File: src/rtl/alarm_trigger.sv
// rtl/alarm_trigger.sv - alarm compare, ring/snooze/dismiss sequencing and gated buzzer tone
module alarm_trigger #(
    parameter int RING_SEC   = 60,
    parameter int SNOOZE_SEC = 300,
    parameter int MAX_SNOOZE = 3,
    parameter int TONE_DIV   = 25000
) (
    input  logic        clk,
    input  logic        rst,
    input  logic        clk1sec,
    input  logic [47:0] cur_time,
    input  logic [47:0] bin_alarm,
    input  logic        set_alarm,
    input  logic [3:0]  sw_in,
    output logic        armed,
    output logic        ringing,
    output logic        buzzer,
    output logic        alarm_event,
    output logic [1:0]  snooze_cnt
);

    localparam int                TONE_W     = (TONE_DIV > 1) ? $clog2(TONE_DIV) : 1;
    localparam logic [7:0]        RING_LOAD  = 8'(RING_SEC);
    localparam logic [8:0]        SNZ_LOAD   = 9'(SNOOZE_SEC);
    localparam logic [1:0]        SNZ_MAX    = 2'(MAX_SNOOZE);
    localparam logic [TONE_W-1:0] TONE_LAST  = TONE_W'(TONE_DIV - 1);
    localparam logic [3:0]        SW_SNOOZE  = 4'b0010;
    localparam logic [3:0]        SW_DISMISS = 4'b0001;

    typedef enum logic [2:0] {
        S_IDLE,
        S_ARMED,
        S_RINGING,
        S_SNOOZE,
        S_DONE
    } state_t;

    state_t              state_q, state_d;
    logic                tick_q;
    logic                match_q;
    logic [7:0]          ring_cnt_q, ring_cnt_d;
    logic [8:0]          snz_cnt_q, snz_cnt_d;
    logic [1:0]          snooze_cnt_q, snooze_cnt_d;
    logic                beep_q, beep_d;
    logic                tone_q, tone_d;
    logic [TONE_W-1:0]   tone_cnt_q, tone_cnt_d;
    logic                armed_q, armed_d;
    logic                ringing_q, ringing_d;
    logic                buzzer_q, buzzer_d;
    logic                event_q, event_d;
    logic                enter_ring;

    logic tick;
    logic match;
    logic hit;
    logic btn_snooze;
    logic btn_dismiss;

    // A second starts on the clk where clk1sec is first seen high; a trigger only on match entry
    assign tick        = clk1sec & ~tick_q;
    assign match       = (cur_time == bin_alarm);
    assign hit         = match & ~match_q;
    assign btn_snooze  = (sw_in == SW_SNOOZE);
    assign btn_dismiss = (sw_in == SW_DISMISS);

    // Next-state, counters and registered-output values in priority order: cancel, dismiss, snooze, tick, hit
    always_comb begin
        state_d      = state_q;
        ring_cnt_d   = ring_cnt_q;
        snz_cnt_d    = snz_cnt_q;
        snooze_cnt_d = snooze_cnt_q;
        beep_d       = beep_q;
        tone_d       = tone_q;
        tone_cnt_d   = tone_cnt_q;
        enter_ring   = 1'b0;

        case (state_q)
            S_IDLE: begin
                if (set_alarm && (bin_alarm != 48'd0)) begin
                    state_d = S_ARMED;
                end
            end
            S_ARMED: begin
                if (!set_alarm) begin
                    state_d = S_IDLE;
                end else if (hit) begin
                    enter_ring = 1'b1;
                end
            end
            S_RINGING: begin
                if (!set_alarm) begin
                    state_d = S_IDLE;
                end else if (btn_dismiss) begin
                    state_d = S_DONE;
                end else if (btn_snooze && (snooze_cnt_q < SNZ_MAX)) begin
                    state_d      = S_SNOOZE;
                    snooze_cnt_d = snooze_cnt_q + 2'd1;
                    snz_cnt_d    = SNZ_LOAD;
                end else if (tick) begin
                    // ring_cnt is never 0 here: it is loaded with RING_SEC >= 1 on entry
                    ring_cnt_d = ring_cnt_q - 8'd1;
                    beep_d     = ~beep_q;
                    if (ring_cnt_q == 8'd1) begin
                        state_d = S_DONE;
                    end
                end
            end
            S_SNOOZE: begin
                if (!set_alarm) begin
                    state_d = S_IDLE;
                end else if (btn_dismiss) begin
                    state_d = S_DONE;
                end else if (tick) begin
                    snz_cnt_d = snz_cnt_q - 9'd1;
                    if (snz_cnt_q == 9'd1) begin
                        enter_ring = 1'b1;
                    end
                end
            end
            S_DONE: begin
                // Interlock: a still-held set_alarm must be released before re-arming
                if (!set_alarm) begin
                    state_d = S_IDLE;
                end
            end
            default: begin
                state_d = S_IDLE;
            end
        endcase

        if ((state_d == S_IDLE) || (state_d == S_DONE)) begin
            snooze_cnt_d = 2'd0;
        end

        // Tone divider runs only while staying in RINGING; parked at 0 otherwise
        if ((state_q == S_RINGING) && (state_d == S_RINGING)) begin
            if (tone_cnt_q == TONE_LAST) begin
                tone_cnt_d = '0;
                tone_d     = ~tone_q;
            end else begin
                tone_cnt_d = tone_cnt_q + 1'b1;
            end
        end else begin
            tone_cnt_d = '0;
            tone_d     = 1'b0;
        end

        if (enter_ring) begin
            state_d    = S_RINGING;
            ring_cnt_d = RING_LOAD;
            beep_d     = 1'b1;
            tone_d     = 1'b0;
            tone_cnt_d = '0;
        end

        armed_d   = (state_d == S_ARMED) || (state_d == S_RINGING) || (state_d == S_SNOOZE);
        ringing_d = (state_d == S_RINGING);
        buzzer_d  = ringing_d & beep_d & tone_d;
        event_d   = enter_ring;
    end

    // State, counters, edge detectors and registered outputs
    always_ff @(posedge clk) begin
        if (rst) begin
            state_q      <= S_IDLE;
            tick_q       <= 1'b0;
            match_q      <= 1'b0;
            ring_cnt_q   <= 8'd0;
            snz_cnt_q    <= 9'd0;
            snooze_cnt_q <= 2'd0;
            beep_q       <= 1'b0;
            tone_q       <= 1'b0;
            tone_cnt_q   <= '0;
            armed_q      <= 1'b0;
            ringing_q    <= 1'b0;
            buzzer_q     <= 1'b0;
            event_q      <= 1'b0;
        end else begin
            state_q      <= state_d;
            tick_q       <= clk1sec;
            match_q      <= match;
            ring_cnt_q   <= ring_cnt_d;
            snz_cnt_q    <= snz_cnt_d;
            snooze_cnt_q <= snooze_cnt_d;
            beep_q       <= beep_d;
            tone_q       <= tone_d;
            tone_cnt_q   <= tone_cnt_d;
            armed_q      <= armed_d;
            ringing_q    <= ringing_d;
            buzzer_q     <= buzzer_d;
            event_q      <= event_d;
        end
    end

    assign armed       = armed_q;
    assign ringing     = ringing_q;
    assign buzzer      = buzzer_q;
    assign alarm_event = event_q;
    assign snooze_cnt  = snooze_cnt_q;

endmodule

File: config.mk
export PLATFORM = sky130hd
export DESIGN_NAME = alarm_trigger
export DESIGN_NICKNAME = d
export VERILOG_FILES = /design/src/rtl/alarm_trigger.sv
export SDC_FILE = /design/constraint.sdc
export NUM_CORES = 1
export LEC_CHECK = 0
export BUFFER_PORTS_ARGS = -buffer_cell sky130_fd_sc_hd__buf_4
export CAP_MARGIN = 20
export CORE_ASPECT_RATIO = 1.1
export CORE_MARGIN = 3
export CORE_UTILIZATION = 44
export DETAILED_ROUTE_END_ITERATION = 16
export GPL_TIMING_DRIVEN = 1
export PLACE_DENSITY_LB_ADDON = 0.08
export SYNTH_ARGS = -nofsm -noshare
export SYNTH_HDL_FRONTEND = slang
export SYNTH_SLANG_ARGS = --single-unit
File: constraint.sdc
create_clock -name clk -period 1.8 [get_ports clk]
set_input_delay 0.36 -clock clk [delete_from_list [all_inputs] [get_ports clk]]
set_output_delay 0.36 -clock clk [all_outputs]
set_load 0.005 [all_outputs]
==> summary.md <==
| Metric | Value |
|---|---|
| Period minus WS final | `2.06 ns` |
| Largest net degree at the start of global routing | `23` |
| CTS tree | `built` |
| CP arrival | `2.29 ns` |
| Max-slew violations | `0` |
| Worst Hold Class | `input pin to register` |
| Crit path cell chain | `or4_4 > or4b_4 > nor3_4 > o21ai_1 > o21a_1 > nor3b_2` |
| Clk root buf | `clkbuf_8` |
| Pwr Density | `504 nW/um^2` |
| Skew-Pair Late Insertion Delay | `0.29 ns` |
| Max_slew headroom | `76.4%` |
| Hpwl dp | `6880 um` |
| Vias after detailed routing | `2842` |
| Failing checks | `negative setup slack` |
| Status | `finished, violations left` |
| Delay of the slowest critical-path stage | `0.55 ns` |
| Skew final | `0.0150 ns` |
| Element type at the critical path end | `register` |
| Ys Warns | `0` |
| Crit path launch type | `register` |
| Family with the most delay on the worst path | `simple AND/OR/NAND/NOR gates` |
| Reg2reg path depth | `6` |
| Top FF cell, synth | `dfxtp_1` |
| Critical path buffers and inverters | `0` |
| Flops & latches, synth | `45` |
| End of the worst hold path | `state_q[2]` |
| Worst r2r dst | `state_q[2]` |
| Measured slew at the worst slew-check pin | `0.350 ns` |
| Gr usage total | `23.1%` |
| Final hold vios | `0` |
| Final wirelength | `8340 um` |
| Max cap viols | `0` |
| Congestion Overflow GR | `0` |
| Post-Syn Area | `2710 um^2` |
| Fmax | `0.485 GHz` |
| Cell variety after synth | `45` |
| Syn Area/Cell | `8.60 um^2` |
| Post-Syn Instances | `315` |
| Antenna viol nets, final | `0` |
| Largest family of logic cells by synthesized area | `simple AND/OR/NAND/NOR gates` |
| Post-synthesis sequential area ratio | `33.3%` |
| Post-route insts no fill | `557` |
| WS Path Type | `register to register` |
| Area share of fa/ha/maj cells after synthesis | `2.77%` |
| Initial antenna violation count | `0` |
| XOR/XNOR share of the synthesized area | `24.9%` |
| Crit-path max FO | `2` |
| Final TNS setup | `-5.20 ns` |
| Core region area | `5880 um^2` |
| Largest cells by area after synthesis | `dfxtp_1 (33%), xnor2_1 (20%), nor2_1 (4.8%), xor2_1 (4.8%), nor4_1 (4.4%)` |
| Clk pwr share | `34.3%` |
| Net switching fraction of the power | `22.4%` |
| Vias/cell | `5.10` |
| Reg-to-reg startpoint | `ring_cnt_q[2]` |
| First-pass GRT wire length | `12800 um` |
| Final #Nets | `589` |
| Top-area cell type share of the netlist area | `33.3%` |
| Gate power share | `19.4%` |
| Fraction of the cycle the final worst path needs | `115%` |
| CTS Sinks | `45` |
| WL/cell | `15.0 um` |
| Final Wtd Congestion | `0.852` |
| Sequential Power Share | `46.3%` |
| Die ar. | `7130 um^2` |
| Starting DRT DRC Count | `62` |
| Worst path required time | `2.02 ns` |
| Async S/R FF share, synth | `0%` |
| Simple-Gate Fraction of Synth Area | `29.1%` |
| Hold depth | `2` |
| Utilization after layout | `73.1%` |
| Hold Crit Start | `set_alarm` |
| FP Rows | `29` |
| Mux cell area share after synthesis | `0%` |
| Final setup vio count | `26` |
| Initial core utilization | `46.1%` |
| DR pass1 iterations | `4` |
| Num CTS Buffers | `5` |
| Final WS setup | `-0.262 ns` |
| PortBufs | `109` |
| Synthesized Nets | `425` |
| Compound-Gate Fraction of Synth Area | `7.94%` |
| WP depth | `6` |
| RSZ-0062 raised after global routing | `yes` |
| Layout cell share with drive strength beyond 1 | `42.5%` |
| Clk slew on worst S/H paths | `0.08 ns` |
| Worst path slowest cell | `or4b_4` |
| Post-synth EDFFs | `0` |
| Number of global-route vias before repair | `2854` |
| Die Ht | `88.3 um` |
| H-tree depth | `2` |
| P&R area growth vs syn | `58.7%` |
| Remaining DRCs | `0` |
| Die Wd | `80.8 um` |
| Clock Tree Buf Depth | `2` |
| Leak | `1.69 nW` |
| Commonest non-fill, non-tap cell in the layout | `buf_4` |
| VDD IR-drop max | `409 uV` |
| Most frequent cells in the layout | `buf_4 (158), xnor2_1 (61), dfxtp_1 (43)` |
| ANT cells | `0` |
| DP Cell Count | `546` |
| Switching power | `485 uW` |
| I/O pins | `110` |
| Internal | `1.68 mW` |
| Cell taking the most area after synthesis | `dfxtp_1` |
| CTS Hold Bufs | `0` |
| R2r setup slk | `-0.26 ns` |
## registers in the layout, indices dropped and copies added, names as in the netlist
register     flops
match_q          1
ringing          1
tick_q           1
tone_cnt_q      15
ring_cnt_q       8
buzzer           1
armed            1
snz_cnt_q        9
beep_q           1
alarm_event      1
tone_q           1
snooze_cnt       2
state_q          3
## worst reg2reg max path, cell delays in order, from the launching register on
cell and delay, ns:
dfxtp_2 0.32, or4_4 0.52, or4b_4 0.55, nor3_4 0.15, o21ai_1 0.11, o21a_1 0.20, nor3b_2 0.15
## worst max path at each step
stage                       start            end  slack (ns)
floorplan           ring_cnt_q[2]         buzzer       -0.17
global placement     bin_alarm[3]  tone_cnt_q[7]       -0.40
detailed placement  bin_alarm[12]  tone_cnt_q[2]       -0.39
CTS                 ring_cnt_q[2]          armed       -0.26
global route        ring_cnt_q[5]     state_q[2]       -0.34
finish              ring_cnt_q[2]     state_q[2]       -0.26
## synth_stat cells (2+ instances only)
library cell	instances
or4b_4	2
xor2_1	15
nor2_1	35
o21ai_1	3
nor4_1	19
inv_1	8
nor4b_2	2
nand3_1	12
a221oi_1	2
o31a_1	2
nor3_1	14
o21ai_0	2
nand3b_1	2
xnor2_1	62
nand4_1	17
nand2_1	20
ha_1	6
or3_1	3
clkbuf_1	2
and3_1	2
a21oi_1	13
o21a_1	2
nor2b_1	4
dfxtp_1	45
## repair_timing
item	CTS	global route
pin swaps	5	7
setup buffers	2	1
gates resized for setup	10	20
gates cloned	0	0
endpoints found under the setup margin	36	37
## layout make-up
cell class | instances | area [um^2]
clock buffers | 6 | 72.6
clock inverters | 2 | 38.8
fillers | 501 | 1580
inverters | 8 | 30.0
multi-input cells | 257 | 1920
flip-flops and latches | 45 | 903
well taps | 77 | 96.3
repair buffers | 162 | 1230
## power by group through the flow
stage               logic, mW  registers [mW]  clock network [mW]
floorplan               0.139            1.02                   0
global placement        0.399            1.02                   0
detailed placement      0.405            1.03                   0
CTS                     0.408            1.00               0.766
global route            0.452            1.00               0.799
finish                  0.420            1.00               0.744
## metal layers
layer	vias to the layer above	track usage (%)	wire (um)
li1	1442	-	-
met1	1325	25.9	3290
met2	69	44.4	4600
met3	6	4.68	384
met4	0	5.07	67
met5	-	0	0
## metrics by stage
step | setup WS, ns | total power [mW] | hold slack [ns] | area [um^2]
after global routing | -0.344 | 2.25 | 0.349 | 4300
final | -0.262 | 2.17 | 0.321 | 4300
after floorplan | -0.167 | 1.16 | 0.418 | 2760
after global placement | -0.397 | 1.42 | 0.439 | 4020
after CTS | -0.257 | 2.18 | 0.312 | 4190
after detailed placement | -0.390 | 1.43 | 0.457 | 4020
## cells by family after synthesis
logic type,count (synthesis)
adder cells (fa/ha/maj),6
AO/OA/AOI/OAI,31
AND/OR/NAND/NOR,143
buffers and inverters,13
flip-flops,45
XOR/XNOR,77
No activity file was read; power rests on OpenSTA's default activity.
